**config.mk**
```make
export PLATFORM = sky130hd
export DESIGN_NAME = addsub_multicycle
export DESIGN_NICKNAME = d
export VERILOG_FILES = /design/src/rtl/addsub_multicycle.sv
export SDC_FILE = /design/constraint.sdc
export NUM_CORES = 1
export LEC_CHECK = 0
export BUFFER_PORTS_ARGS = -buffer_cell sky130_fd_sc_hd__buf_2
export CORE_MARGIN = 8
export CORE_UTILIZATION = 40
export DETAILED_ROUTE_END_ITERATION = 10
export GPL_TIMING_DRIVEN = 1
export MAX_ROUTING_LAYER = met4
export PLACE_DENSITY_LB_ADDON = 0.25
export SYNTH_ARGS = -nofsm -noshare
export SYNTH_HDL_FRONTEND = slang
export SYNTH_SLANG_ARGS = --single-unit
```
**constraint.sdc**
```tcl
create_clock -name clk -period 9.7 [get_ports clk]
set_input_delay 0.97 -clock clk [delete_from_list [all_inputs] [get_ports clk]]
set_output_delay 0.97 -clock clk [all_outputs]
set_load 0.1 [all_outputs]
```
**src/rtl/addsub_multicycle.sv**
```systemverilog
// ---------------------------------------------------------------------------
// addsub_multicycle
//
// Purpose:
//   Computes a WIDTH-bit add or subtract over several clock cycles. Each cycle
//   handles CHUNK bits, and a stored carry links one chunk to the next. Only a
//   single CHUNK-wide adder is used, whatever the value of WIDTH. Operands
//   arrive through a valid/ready handshake and results leave through another.
//   The block also produces carry, signed overflow, zero and negative flags
//   for the ALU status register.
//
// Parameters:
//   WIDTH  operand and result width in bits (default 16)
//   CHUNK  bits processed per RUN cycle (default 4); WIDTH % CHUNK must be 0
//
// Ports:
//   clk        in   rising-edge clock
//   rst        in   asynchronous, active-high reset
//   in_valid   in   operands and mode are valid
//   in_ready   out  block can accept an operation
//   mode       in   0 = add, 1 = subtract
//   a, b       in   operands (WIDTH bits)
//   cin        in   carry-in (add) or borrow-in (subtract)
//   out_valid  out  result and flags are valid
//   out_ready  in   consumer accepts the result
//   result     out  sum or difference (WIDTH bits)
//   carry      out  final carry-out; for subtract, 1 = no borrow
//   overflow   out  signed two's-complement overflow
//   zero       out  result == 0
//   negative   out  result[WIDTH-1]
//
// Optional feature:
//   ADDSUB_SATURATE_EN  When this macro is defined, a signed overflow clamps
//                       the result to the most positive or most negative
//                       value. The overflow flag is still set, and carry is
//                       the carry-out before saturation.
//
// States:
//   state | meaning
//   IDLE  | in_ready high, waiting for an operation
//   RUN   | one chunk per cycle, lowest chunk first
//   HOLD  | out_valid high, result held until out_ready
// ---------------------------------------------------------------------------
module addsub_multicycle #(
    parameter int WIDTH = 16,
    parameter int CHUNK = 4
) (
    input  logic             clk,
    input  logic             rst,
    input  logic             in_valid,
    output logic             in_ready,
    input  logic             mode,
    input  logic [WIDTH-1:0] a,
    input  logic [WIDTH-1:0] b,
    input  logic             cin,
    output logic             out_valid,
    input  logic             out_ready,
    output logic [WIDTH-1:0] result,
    output logic             carry,
    output logic             overflow,
    output logic             zero,
    output logic             negative
);

    localparam int NCHUNK = WIDTH / CHUNK;
    localparam int CW     = (NCHUNK > 1) ? $clog2(NCHUNK) : 1;
    localparam logic [CW-1:0] LAST = CW'(NCHUNK - 1);

    generate
        if (CHUNK < 1 || (WIDTH % CHUNK) != 0) begin : g_bad_params
            $error("addsub_multicycle: WIDTH must be a non-zero multiple of CHUNK");
        end
    endgenerate

    typedef enum logic [1:0] {
        IDLE = 2'd0,
        RUN  = 2'd1,
        HOLD = 2'd2
    } state_t;

    state_t           state;
    logic [CW-1:0]    cnt;
    logic             cy;
    logic [WIDTH-1:0] a_reg;
    logic [WIDTH-1:0] b_reg;     // already inverted for subtract
    logic [WIDTH-1:0] acc;       // working sum, kept apart from the result port

    logic [CHUNK-1:0] a_chunk;
    logic [CHUNK-1:0] b_chunk;
    logic [CHUNK:0]   sum;
    logic [WIDTH-1:0] acc_next;
    logic [WIDTH-1:0] final_res;
    logic             ovf;

    always_comb begin
        a_chunk  = '0;
        b_chunk  = '0;
        acc_next = acc;
        for (int k = 0; k < NCHUNK; k++) begin
            if (cnt == CW'(k)) begin
                a_chunk = a_reg[k*CHUNK +: CHUNK];
                b_chunk = b_reg[k*CHUNK +: CHUNK];
            end
        end
        sum = {1'b0, a_chunk} + {1'b0, b_chunk} + {{CHUNK{1'b0}}, cy};
        for (int k = 0; k < NCHUNK; k++) begin
            if (cnt == CW'(k)) begin
                acc_next[k*CHUNK +: CHUNK] = sum[CHUNK-1:0];
            end
        end
        // Only meaningful on the final chunk, which is the only time it is used.
        ovf = (a_reg[WIDTH-1] == b_reg[WIDTH-1]) && (acc_next[WIDTH-1] != a_reg[WIDTH-1]);
`ifdef ADDSUB_SATURATE_EN
        if (ovf) begin
            final_res = a_reg[WIDTH-1] ? {1'b1, {(WIDTH-1){1'b0}}}
                                       : {1'b0, {(WIDTH-1){1'b1}}};
        end else begin
            final_res = acc_next;
        end
`else
        final_res = acc_next;
`endif
    end

    always_ff @(posedge clk or posedge rst) begin
        if (rst) begin
            state     <= IDLE;
            cnt       <= '0;
            cy        <= 1'b0;
            a_reg     <= '0;
            b_reg     <= '0;
            acc       <= '0;
            in_ready  <= 1'b1;
            out_valid <= 1'b0;
            result    <= '0;
            carry     <= 1'b0;
            overflow  <= 1'b0;
            zero      <= 1'b0;
            negative  <= 1'b0;
        end else begin
            case (state)
                IDLE: begin
                    in_ready  <= 1'b1;
                    out_valid <= 1'b0;
                    if (in_valid && in_ready) begin
                        // Subtract is a + ~b + ~cin, so the inversion happens once, here.
                        a_reg    <= a;
                        b_reg    <= mode ? ~b : b;
                        cy       <= mode ? ~cin : cin;
                        cnt      <= '0;
                        acc      <= '0;
                        in_ready <= 1'b0;
                        state    <= RUN;
                    end
                end
                RUN: begin
                    acc <= acc_next;
                    cy  <= sum[CHUNK];
                    if (cnt == LAST) begin
                        cnt       <= '0;
                        result    <= final_res;
                        carry     <= sum[CHUNK];
                        overflow  <= ovf;
                        zero      <= (final_res == '0);
                        negative  <= final_res[WIDTH-1];
                        out_valid <= 1'b1;
                        state     <= HOLD;
                    end else begin
                        cnt <= cnt + CW'(1);
                    end
                end
                HOLD: begin
                    if (out_ready) begin
                        out_valid <= 1'b0;
                        in_ready  <= 1'b1;
                        state     <= IDLE;
                    end
                end
                default: begin
                    state     <= IDLE;
                    in_ready  <= 1'b1;
                    out_valid <= 1'b0;
                end
            endcase
        end
    end

endmodule

```
# ---- Yosys cells after proc, flatten, opt, wreduce, memory -nomap -nowiden
# Index checks and enable logic that the tools add are counted.
dict set report classes {
  add_sub_neg 3
  n_mul 0
  div 0
  n_lt_le_gt_ge 0
  n_eq_ne 10
  shift 0
  n_mux 31
  bitwise 3
  n_reduce_logical 12
}
# cell count
set ops {}
lappend ops {{$mux 4} 12}
lappend ops {{$mux 16} 2}
lappend ops {{$pmux 16 s2} 1}
lappend ops {{$logic_not 16->1} 1}
lappend ops {{$not 16->16} 1}
lappend ops {{$mux 2} 5}
lappend ops {{$reduce_and 2->1} 5}
lappend ops {{$eq 2x2->1 const B} 3}
lappend ops {{$mux 1} 6}
lappend ops {{$ne 2x2->1 const B} 3}
lappend ops {{$pmux 2 s3} 1}
lappend ops {{$add 4x4->5} 1}
lappend ops {{$add 5x1->5} 1}
lappend ops {{$eq 2x1->1 const B} 2}
lappend ops {{$logic_not 2->1} 2}
lappend ops {{$pmux 1 s2} 2}
lappend ops {{$pmux 2 s2} 1}
lappend ops {{$pmux 1 s3} 1}
lappend ops {{$reduce_and 3->1} 1}
lappend ops {{$add 2x1->2 const B} 1}
lappend ops {{$logic_and 1x1->1} 2}
lappend ops {{$not 1->1} 2}
lappend ops {{$reduce_bool 2->1} 1}
lappend ops {{$eq 1x1->1} 1}
lappend ops {{$ne 1x1->1} 1}
dict set report word_totals {
  register_bits 75
  latchBits 0
  ramBits 0
  romBits 0
  input_bits 38
  elab_cells 72
  memories 0
}

# ---- Longest topological paths before layout
# Gate-level depths: netlist of the first run.
dict set report depth {
  ltp_word 10
  depth_mapped 15
  depth_no_buf 13
}

# ---- Least setup slack after synthesis of the first run
# OpenSTA, ideal clock, no wires.
dict set report synth_path {
  path_type {register -> register}
  start {register cnt[0]}
  end {register zero}
  setup_ps 71
  arrival_time_ps 3065
  required_ps 9629
  slack_ps 6564
  stages_incl_launch_ff 16
  period_less_slack_ps 3136
  cell_sequence {dfrtp_1 -> inv_1 -> ha_1 -> buf_2 -> buf_1 -> nand3b_1 -> a21oi_1 -> a21oi_1 -> o21ai_0 -> fa_1 -> inv_1 -> fa_1 -> inv_1 -> a211oi_1 -> nor4b_1 -> a32o_1}
}
dict set report synth_via {
  elab_chain_cells 9
}
# element line_no
set synth_rtl {}
lappend synth_rtl {{from (decl)} 82} ;# logic [CW-1:0] cnt;
lappend synth_rtl {{from (signal assigned)} 169} ;# cnt <= cnt + CW'(1);
lappend synth_rtl {{$logic_not 2->1} {100, 107}}
lappend synth_rtl {{$mux 4 (4 in series)} 100} ;# if (cnt == CW'(k)) begin
lappend synth_rtl {{$add 4x4->5} 105} ;# sum = {1'b0, a_chunk} + {1'b0, b_chunk} + {{CHUNK{1'b0}}, cy};
lappend synth_rtl {{$add 5x1->5} 105}
lappend synth_rtl {{$mux 4} 107} ;# if (cnt == CW'(k)) begin
lappend synth_rtl {{$logic_not 16->1} 164} ;# zero <= (final_res == '0);
lappend synth_rtl {{to (signal assigned)} 164}
lappend synth_rtl {{to (decl)} 61} ;# output logic zero,
# Several ways; a longest one is shown, not always the timed one.
# A chain may end at the register's enable or synchronous reset.

# ---- Worst setup path after layout of the first run
# Ends and elaborated chain as after synthesis.

==> flow_summary.yaml, run 1 <==
cells_and_area:
  final_nets: 427
  fill_cells: 862
  final_cells: 492
  drive_gt1_share_pct: 26.3
  area_growth_pct: 15.0
  n_antenna_cell: 0
global_routing:
  overflow: 0
  grt_pass1_wl_microns: 12900
  use_met2_pct: 21.1
  met3_usage_pct: 3.99
  use_met1_pct: 17.8
  antenna_found_initial: 0
  grt_pass1_vias: 2691
  busiest_layer: "met2"
  grt_start_max_net_pins: 71
  grt_util_all_layers_pct: 13.9
clocking:
  clk_pin_slew_ns: 0.07
  cts_root_buf: "clkbuf_8"
  cts_made_buffers: 9
  insertion_delay_ns: 0.34
  h-tree-depth: 3
  clockBufferDepth: 2
  cts_resized: 0
  cts_tree: "yes"
  hold_buffers: 0
  post_cts_buffers: 0
  cts.sinks: 70
floorplanning:
  rows: 34
  coreArea_sq_um: 8590
  dieHeight_microns: 109
  die_x_microns: 109
  initial_utilization_pct: 40.6
  num_io_pins: 60
  die-area_sq_um: 12000
routing:
  postRouteAntennaNets: 0
  routed_wl_microns: 7580
  via_per_inst: 5.15
  vias: 2532
  drc: 0
  wl_per_cell_microns: 15.4
  drt_iter0_drc: 130
  drt-pass1-iter-count: 4
sta:
  period_minus_slack_ns: 3.69
  tightest_slew_ns: 1.03
  finalSetupViolCount: 0
  fin_ws_ns: 6.01
  hold_violations: 0
  timing.fmax_mhz: 271
  fin_skew_ns: 0.0106
  drv_slew: 0
  fin_tns_setup_ns: 0
  fin_crit_sh_pct: 38.1
  slew-limit-headroom_pct: 31.2
  rsz0062_at_grt: "false"
yosys:
  synth_top_area_share_pct: 49.5
  seq_area_frac_synth_pct: 50.3
  async_flop_share_pct: 100
  synth_edf_count: 0
  synthTopCellsByCount: "69 x dfrtp_1, 30 x nand2_1, 29 x a21oi_1, 23 x nor2_1, 20 x o21ai_0"
  yosysTopAreaCell: "dfrtp_1"
  synth_cell_types: 45
  synth_most_common_cell: "dfrtp_1"
  syn_inst: 335
  yosys_warnings: 0
  syn_nets: 382
  ys_top_cells_by_area: "dfrtp_1 50%, mux2_2 5.8%, xnor2_1 4.3%"
  synth_top_flop_cell: "dfrtp_1"
  ys_ff_latch: 70
  synthesis.area_sq_um: 3490
  synth_area_per_cell_sq_um: 10.4
setup_path:
  critPathMaxFanout: 21
  critPathSlowestCell: "ha_1"
  crit-reg2reg-capture: "zero$_DFFE_PP0P_"
  crit_family: "adder cells"
  max_stage_delay_ns: 0.74
  crit_path_cell_trace: "inv_1, ha_1, nand3b_1, a21oi_1, a21oi_1, o21ai_0, fa_1, inv_1, fa_1, inv_1, a211oi_1, nor4b_1, a32o_1"
  r2r_cells: 13
  crit_required_ns: 9.98
  r2r-start: "cnt[0]$_DFFE_PP0P_"
  start_kind: "flip-flop"
  endpoint: "zero$_DFFE_PP0P_"
  critPathKind: "flip-flop to flip-flop"
  crit_buf_inv: 3
  r2r_setup_slack_ns: 6.01
  crit_arrival_ns: 3.97
  startpoint: "cnt[0]$_DFFE_PP0P_"
  cp.depth: 13
  critPathMostFrequentCell: "inv_1"
  setup.worst_path.end_class: "flip-flop"
job:
  drv_cap: 0
placement:
  post-place-ws_ns: 6.04
  place_inst: 477
  port_buffers: 59
  dpl.hpwl_microns: 5310
  gp_congestion: 0.850
run_status:
  status: "finished, final reports clean"
worst_hold_path:
  min_path_type: "flip-flop to flip-flop"
-- logic make-up after synthesis --
logic type               synth area share (%)
flip-flops                               50.3
AND/OR/NAND/NOR                          12.9
XOR/XNOR                                 4.77
adder cells (fa/ha/maj)                  3.66
multiplexers                             8.40
buffers and inverters                    4.20
AO/OA/AOI/OAI                            15.8
-- metrics by stage --
stage / cell area [sq um] / utilization (%) / hold WS (ns)
6_report: 4010 / 46.7 / 0.473
5_1_grt: 4010 / 46.7 / 0.506
4_1_cts: 4010 / 46.7 / 0.482
3_5_place_dp: 3820 / 44.5 / 0.467
3_3_place_gp: 3820 / 44.5 / 0.456
2_1_floorplan: 3490 / - / 0.465
-- metal layers --
| metal | vias to the layer above | share of wire, % |
|---|---|---|
| met4 | 0 | 0.51 |
| met3 | 5 | 6.2 |
| met5 | - | 0 |
| li1 | 1262 | - |
| met1 | 1191 | 47 |
| met2 | 74 | 46 |
-- tightest hold or removal path, delay by kind of cell, from the launching register on --
kind             cells  cell delay (ns)
AND/OR/NAND/NOR      1             0.05
flip-flops           1             0.34
AO/OA/AOI/OAI        1             0.06
-- layout make-up --
cell class / count / area (sq um) / area share, %
clock inverter: 5 / 50.0 / 1.25
tap: 108 / 135 / 3.37
clock buffer: 10 / 138 / 3.43
sequential: 70 / 1750 / 43.7
timing repair buffer: 61 / 310 / 7.74
inverter: 6 / 22.5 / 0.562
multi-input combinational: 232 / 1600 / 39.9
-- cell usage in the layout, fill, tap and decap left out, drive strengths merged, types with 2 or more instances in the layout --
cell / synthesis / layout
a21o: 5 / 5
nor4: 2 / 2
ha: 7 / 7
a22o: 6 / 6
nand2: 30 / 30
dfrtp: 69 / 69
mux2: 18 / 18
or3: 2 / 2
fa: 2 / 2
xor2: 2 / 2
nand3: 4 / 4
nand3b: 5 / 5
buf: 14 / 61
nor2: 23 / 23
a31oi: 3 / 3
inv: 6 / 6
nand2b: 2 / 2
xnor2: 17 / 17
nor2b: 13 / 13
o21ai: 24 / 24
a21oi: 29 / 29
clkbuf: 13 / 10
nor3: 4 / 4
a32o: 7 / 7
a221oi: 4 / 4
o31ai: 3 / 3
mux2i: 9 / 9
clkinv: 0 / 4
-- worst min path at each step --
stage | start | end | slack, ns | cells after the start
4_1_cts | result[6]$_DFFE_PP0P_ | result[6]$_DFFE_PP0P_ | 0.48 | 2
3_3_place_gp | carry$_DFFE_PP0P_ | carry$_DFFE_PP0P_ | 0.46 | 2
5_1_grt | overflow$_DFFE_PP0P_ | overflow$_DFFE_PP0P_ | 0.51 | 2
3_5_place_dp | result[6]$_DFFE_PP0P_ | result[6]$_DFFE_PP0P_ | 0.47 | 2
6_report | result[6]$_DFFE_PP0P_ | result[6]$_DFFE_PP0P_ | 0.47 | 2
2_1_floorplan | acc[1]$_DFFE_PP0P_ | acc[1]$_DFFE_PP0P_ | 0.46 | 1
Power of run 1 is not shown: default switching activity piles up to over one toggle a cycle in this logic, so the estimate is an artifact.
==> inputs of run 2 (changes only) <==
--- a/config.mk
+++ b/config.mk
@@ -5,6 +5,7 @@
 export SDC_FILE = /design/constraint.sdc
 export NUM_CORES = 1
 export LEC_CHECK = 0
+export ABC_AREA = 1
 export BUFFER_PORTS_ARGS = -buffer_cell sky130_fd_sc_hd__buf_2
 export CORE_MARGIN = 8
 export CORE_UTILIZATION = 40
==> constraint.sdc (replaced) <==
create_clock -name clk -period 3.8 [get_ports clk]
set_input_delay 0.38 -clock clk [delete_from_list [all_inputs] [get_ports clk]]
set_output_delay 0.38 -clock clk [all_outputs]
set_load 0.1 [all_outputs]
==> run 2 against run 1 <==
Effect of this change:
- critical path depth is 6 higher
- cell count up 25%
- first-iteration DRC count increased by 13%
- critical endpoint unchanged
==> flow_summary.yaml, run 2 <==
run_status:
  status: "finished, final reports clean"
global_routing:
  grt_pass1_vias: 3172
  grt_start_max_net_pins: 46
  grt_util_all_layers_pct: 15.4
  busiest_layer: "met2"
  use_met2_pct: 24.3
  met3_usage_pct: 4.29
  use_met1_pct: 18.6
  antenna_found_initial: 0
  overflow: 0
  grt_pass1_wl_microns: 15300
yosys:
  seq_area_frac_synth_pct: 50.2
  synthesis.area_sq_um: 3690
  syn_nets: 492
  ys_ff_latch: 74
  synth_cell_types: 29
  synth_edf_count: 0
  synthTopCellsByCount: "160 x nand2_1, 73 x dfrtp_1, 38 x o21ai_0, 33 x inv_1, 20 x o21ai_1"
  synth_top_flop_cell: "dfrtp_1"
  yosys_warnings: 0
  async_flop_share_pct: 100
  synth_most_common_cell: "nand2_1"
  yosysTopAreaCell: "dfrtp_1"
  synth_top_area_share_pct: 49.5
  ys_top_cells_by_area: "dfrtp_1 49%, nand2_1 16%, o21ai_0 5.2%"
  synth_area_per_cell_sq_um: 8.30
  syn_inst: 445
floorplanning:
  die_x_microns: 112
  initial_utilization_pct: 40.5
  dieHeight_microns: 112
  num_io_pins: 60
  rows: 35
  coreArea_sq_um: 9110
  die-area_sq_um: 12600
sta:
  fin_tns_setup_ns: 0
  drv_slew: 0
  timing.fmax_mhz: 318
  hold_violations: 0
  rsz0062_at_grt: "false"
  fin_skew_ns: 0.0136
  tightest_slew_ns: 0.922
  finalSetupViolCount: 0
  fin_crit_sh_pct: 82.6
  period_minus_slack_ns: 3.14
  slew-limit-headroom_pct: 38.5
setup_path:
  endpoint: "zero$_DFFE_PP0P_"
  r2r-start: "cnt[0]$_DFFE_PP0P_"
  setup.worst_path.end_class: "flip-flop"
  crit_required_ns: 4.10
  startpoint: "cnt[0]$_DFFE_PP0P_"
  r2r_setup_slack_ns: 0.66
  start_kind: "flip-flop"
  crit_arrival_ns: 3.44
  critPathMaxFanout: 8
  r2r_cells: 19
  crit-reg2reg-capture: "zero$_DFFE_PP0P_"
  critPathKind: "flip-flop to flip-flop"
routing:
  vias: 3011
  wl_per_cell_microns: 14.2
  routed_wl_microns: 8760
  drt_iter0_drc: 147
  via_per_inst: 4.90
  drt-pass1-iter-count: 4
  drc: 0
  postRouteAntennaNets: 0
cells_and_area:
  final_cell_mix: "160 x nand2_1, 73 x dfrtp_1, 59 x buf_2, 38 x o21ai_0, 32 x inv_1"
  final_nets: 546
  area_growth_pct: 15.2
  final_cells: 615
  drive_gt1_share_pct: 18.8
  n_antenna_cell: 0
  final_common_cell: "nand2_1"
clocking:
  cts_root_buf: "clkbuf_8"
  cts_made_buffers: 9
  h-tree-depth: 3
  cts_tree: "yes"
  hold_buffers: 0
  cts_resized: 0
  clockBufferDepth: 2
  insertion_delay_ns: 0.35
  post_cts_buffers: 0
  cts.sinks: 74
  clk_pin_slew_ns: 0.08
job:
  drv_cap: 0
placement:
  dpl.hpwl_microns: 6480
  port_buffers: 59
  place_inst: 599
  gp_congestion: 0.854
worst_hold_path:
  min_path_type: "primary input to flip-flop"
run 2: per-layer routing:
metal	routed length, microns	vias to the layer above	share of wire, %
met1	4160	1396	47
met3	372	15	4.2
met4	143	0	1.6
li1	-	1526	-
met2	4090	74	47
met5	0	-	0
run 2: how the worst min path moves through the flow:
stage | start | end | depth (start not counted)
finish | a[5] | a_reg[5]$_DFFE_PP0P_ | 3
global route | a[5] | a_reg[5]$_DFFE_PP0P_ | 3
CTS | a[5] | a_reg[5]$_DFFE_PP0P_ | 3
detailed placement | result[7]$_DFFE_PP0P_ | result[7]$_DFFE_PP0P_ | 2
global placement | overflow$_DFFE_PP0P_ | overflow$_DFFE_PP0P_ | 2
floorplan | a_reg[4]$_DFFE_PP0P_ | a_reg[4]$_DFFE_PP0P_ | 2
run 2: final cells by class:
cell class | instances | area, sq um
fillers | 922 | 4850
flip-flops and latches | 74 | 1850
multi-input cells | 309 | 1560
repair buffers | 64 | 333
inverters | 41 | 154
clock buffers | 11 | 141
well taps | 111 | 139
clock inverters | 5 | 77.6
run 2: cell families after synthesis:
kind of cell / Yosys count / share of synthesized area, %
AO/OA/AOI/OAI: 89 / 13.2
XOR/XNOR: 17 / 4.03
flip-flops: 74 / 50.2
AND/OR/NAND/NOR: 194 / 21.5
buffers and inverters: 62 / 7.62
adder cells (fa/ha/maj): 9 / 3.46
run 2: stage by stage:
stage	cell area [sq um]	hold slack [ns]	utilization [%]	setup slack (ns)
CTS	4260	0.204	46.7	0.669
global route	4260	0.211	46.7	0.242
detailed placement	4040	0.468	44.3	0.688
floorplan	3690	0.449	-	0.939
global placement	4040	0.462	44.3	0.814
finish	4260	0.214	46.7	0.659
run 2: worst max-delay path: stages (launching register included):
cell and delay [ns]:
dfrtp_1 0.43, inv_1 0.10, ha_1 0.26, inv_2 0.10, nor2_4 0.19, nand2_1 0.07
a21oi_1 0.13, a21oi_1 0.06, a21oi_1 0.16, fa_1 0.24, inv_1 0.06, fa_1 0.59
nand2_1 0.06, o21ai_0 0.13, nand3_1 0.12, nor2_1 0.11, nand3_1 0.08, nor2_1 0.08
nand2_1 0.05, nand2_1 0.05
Power of run 2 is left out for the same reason.
==> inputs of run 3 (changes only) <==
==> constraint.sdc (replaced) <==
create_clock -name clk -period 2.9 [get_ports clk]
set_input_delay 0.29 -clock clk [delete_from_list [all_inputs] [get_ports clk]]
set_output_delay 0.29 -clock clk [all_outputs]
set_load 0.1 [all_outputs]
==> run 3 against run 2 <==
Effect of this change:
- worst setup slack lost 0.65 ns
- cell area grew 2.3%
- count of clock-buffer cells in the layout grew 1
- die area is the same
- register-to-register slack lost 0.65 ns
- worst hold slack lost 0.20 ns
- global-route usage is essentially flat
- cell count grew 2.1%
- critical path depth grew 2
- wire length grew 1.9%
- critical path type unchanged
==> flow_summary.yaml, run 3 (synthesis results as in run 2) <==
run_status:
  status: "finished, final reports clean"
sta:
  fin_crit_sh_pct: 99.7
  slew-limit-headroom_pct: 59.1
  rsz0062_at_grt: "true"
  timing.fmax_mhz: 346
  fin_tns_setup_ns: 0
  period_minus_slack_ns: 2.89
  fin_skew_ns: 0.00669
  hold_violations: 0
  tightest_slew_ns: 0.613
  finalSetupViolCount: 0
  drv_slew: 0
  whs_ns: 0.0164
setup_path:
  critPathMaxFanout: 5
  setup.worst_path.end_class: "flip-flop"
  r2r_setup_slack_ns: 0.009
  critPathKind: "flip-flop to flip-flop"
  crit_required_ns: 3.19
  crit_arrival_ns: 3.18
  start_kind: "flip-flop"
  r2r-start: "cnt[0]$_DFFE_PP0P_"
  crit-reg2reg-capture: "zero$_DFFE_PP0P_"
  r2r_cells: 21
clocking:
  clockBufferDepth: 2
  cts_tree: "yes"
  insertion_delay_ns: 0.34
  cts.sinks: 74
  cts_made_buffers: 9
  hold_buffers: 0
  cts_root_buf: "clkbuf_8"
  clk_pin_slew_ns: 0.07
  h-tree-depth: 3
floorplanning:
  coreArea_sq_um: 9110
  rows: 35
  die_x_microns: 112
  initial_utilization_pct: 40.5
  dieHeight_microns: 112
  num_io_pins: 60
  die-area_sq_um: 12600
cells_and_area:
  drive_gt1_share_pct: 23.0
  fill_cells: 906
  final_common_cell: "nand2_1"
  final_cell_mix: "160 x nand2_1, 73 x dfrtp_1, 59 x buf_2, 38 x o21ai_0, 30 x inv_1"
  n_antenna_cell: 0
  area_growth_pct: 17.9
  final_nets: 560
placement:
  gp_congestion: 0.852
  port_buffers: 59
  dpl.hpwl_microns: 6670
routing:
  postRouteAntennaNets: 0
  drc: 0
  drt-pass1-iter-count: 4
  drt_iter0_drc: 138
  routed_wl_microns: 8930
  wl_per_cell_microns: 14.2
  vias: 3042
  via_per_inst: 4.84
global_routing:
  antenna_found_initial: 0
  grt_util_all_layers_pct: 15.3
  grt_pass1_vias: 3203
  overflow: 0
  grt_pass1_wl_microns: 15200
  grt_start_max_net_pins: 48
worst_hold_path:
  min_path_type: "primary input to async pin"
job:
  drv_cap: 0
==> run 3: changes by cell type in the layout (fill, tap and decap cells not counted), sizes merged <==
cell and change:
buf +14, clkinv +1, bufinv -2, clkbuf +1, clkinvlp -1
==> run 3: worst max path at each step <==
stage	from	end	slack, ns	depth (start not counted)
2_1_floorplan	cnt[0]$_DFFE_PP0P_	zero$_DFFE_PP0P_	0.04	18
6_report	cnt[0]$_DFFE_PP0P_	zero$_DFFE_PP0P_	0.009	21
5_1_grt	cnt[0]$_DFFE_PP0P_	zero$_DFFE_PP0P_	-0.24	21
3_3_place_gp	cnt[0]$_DFFE_PP0P_	zero$_DFFE_PP0P_	0.12	19
3_5_place_dp	cnt[1]$_DFFE_PP0P_	zero$_DFFE_PP0P_	-0.02	20
4_1_cts	cnt[1]$_DFFE_PP0P_	zero$_DFFE_PP0P_	0.02	21
==> run 3: repair_timing <==
action | 4_1_cts | 5_1_grt
pin swaps | 0 | 4
resized for setup | 1 | 10
setup buffers | 0 | 3
setup endpoints to repair | 1 | 20
==> run 3: layout make-up <==
cell class                      count  area (sq um)  share of cell area [%]
Clock buffer                       12           155                    3.56
Tap cell                          111           139                    3.19
Clock inverter                      3          15.0                   0.345
Sequential cell                    74          1850                    42.6
Timing Repair Buffer               78           450                    10.3
Inverter                           41           154                    3.54
Multi-Input combinational cell    309          1590                    36.4
==> run 3: per-layer routing <==
| layer | vias up | global-route usage, % | wire length (microns) |
|---|---|---|---|
| li1 | 1555 | - | - |
| met1 | 1407 | 19.1 | 4410 |
| met2 | 69 | 23.7 | 4080 |
| met3 | 11 | 4.51 | 348 |
| met4 | 0 | 4.68 | 93 |
| met5 | - | - | 0 |
==> run 3: per-stage QoR <==
step                cell area [sq um]  util [%]  std cells  setup WS [ns]
CTS                              4300      47.3        625         0.0157
detailed placement               4130      45.4        610        -0.0191
floorplan                        3690         -        445         0.0390
global placement                 4130      45.4        610          0.124
finish                           4350      47.8        628        0.00850
global route                     4350      47.8        628         -0.235
==> run 3: critical path, cell delays in order (launching register included) <==
cell and delay (ns):
dfrtp_1 0.44, inv_2 0.09, ha_2 0.20, inv_2 0.05, nor2_4 0.11, nand2_1 0.08, a21oi_2 0.12, a21oi_1 0.07
a21oi_2 0.18, fa_2 0.23, inv_1 0.05, fa_2 0.56, inv_1 0.05, nand2_1 0.05, nand2_1 0.07, nor2_1 0.08
nand2_1 0.05, nor2_1 0.08, nand3_1 0.07, nor2_1 0.08, nand2_1 0.06, nand2_1 0.05
Power of run 3 is left out for the same reason.
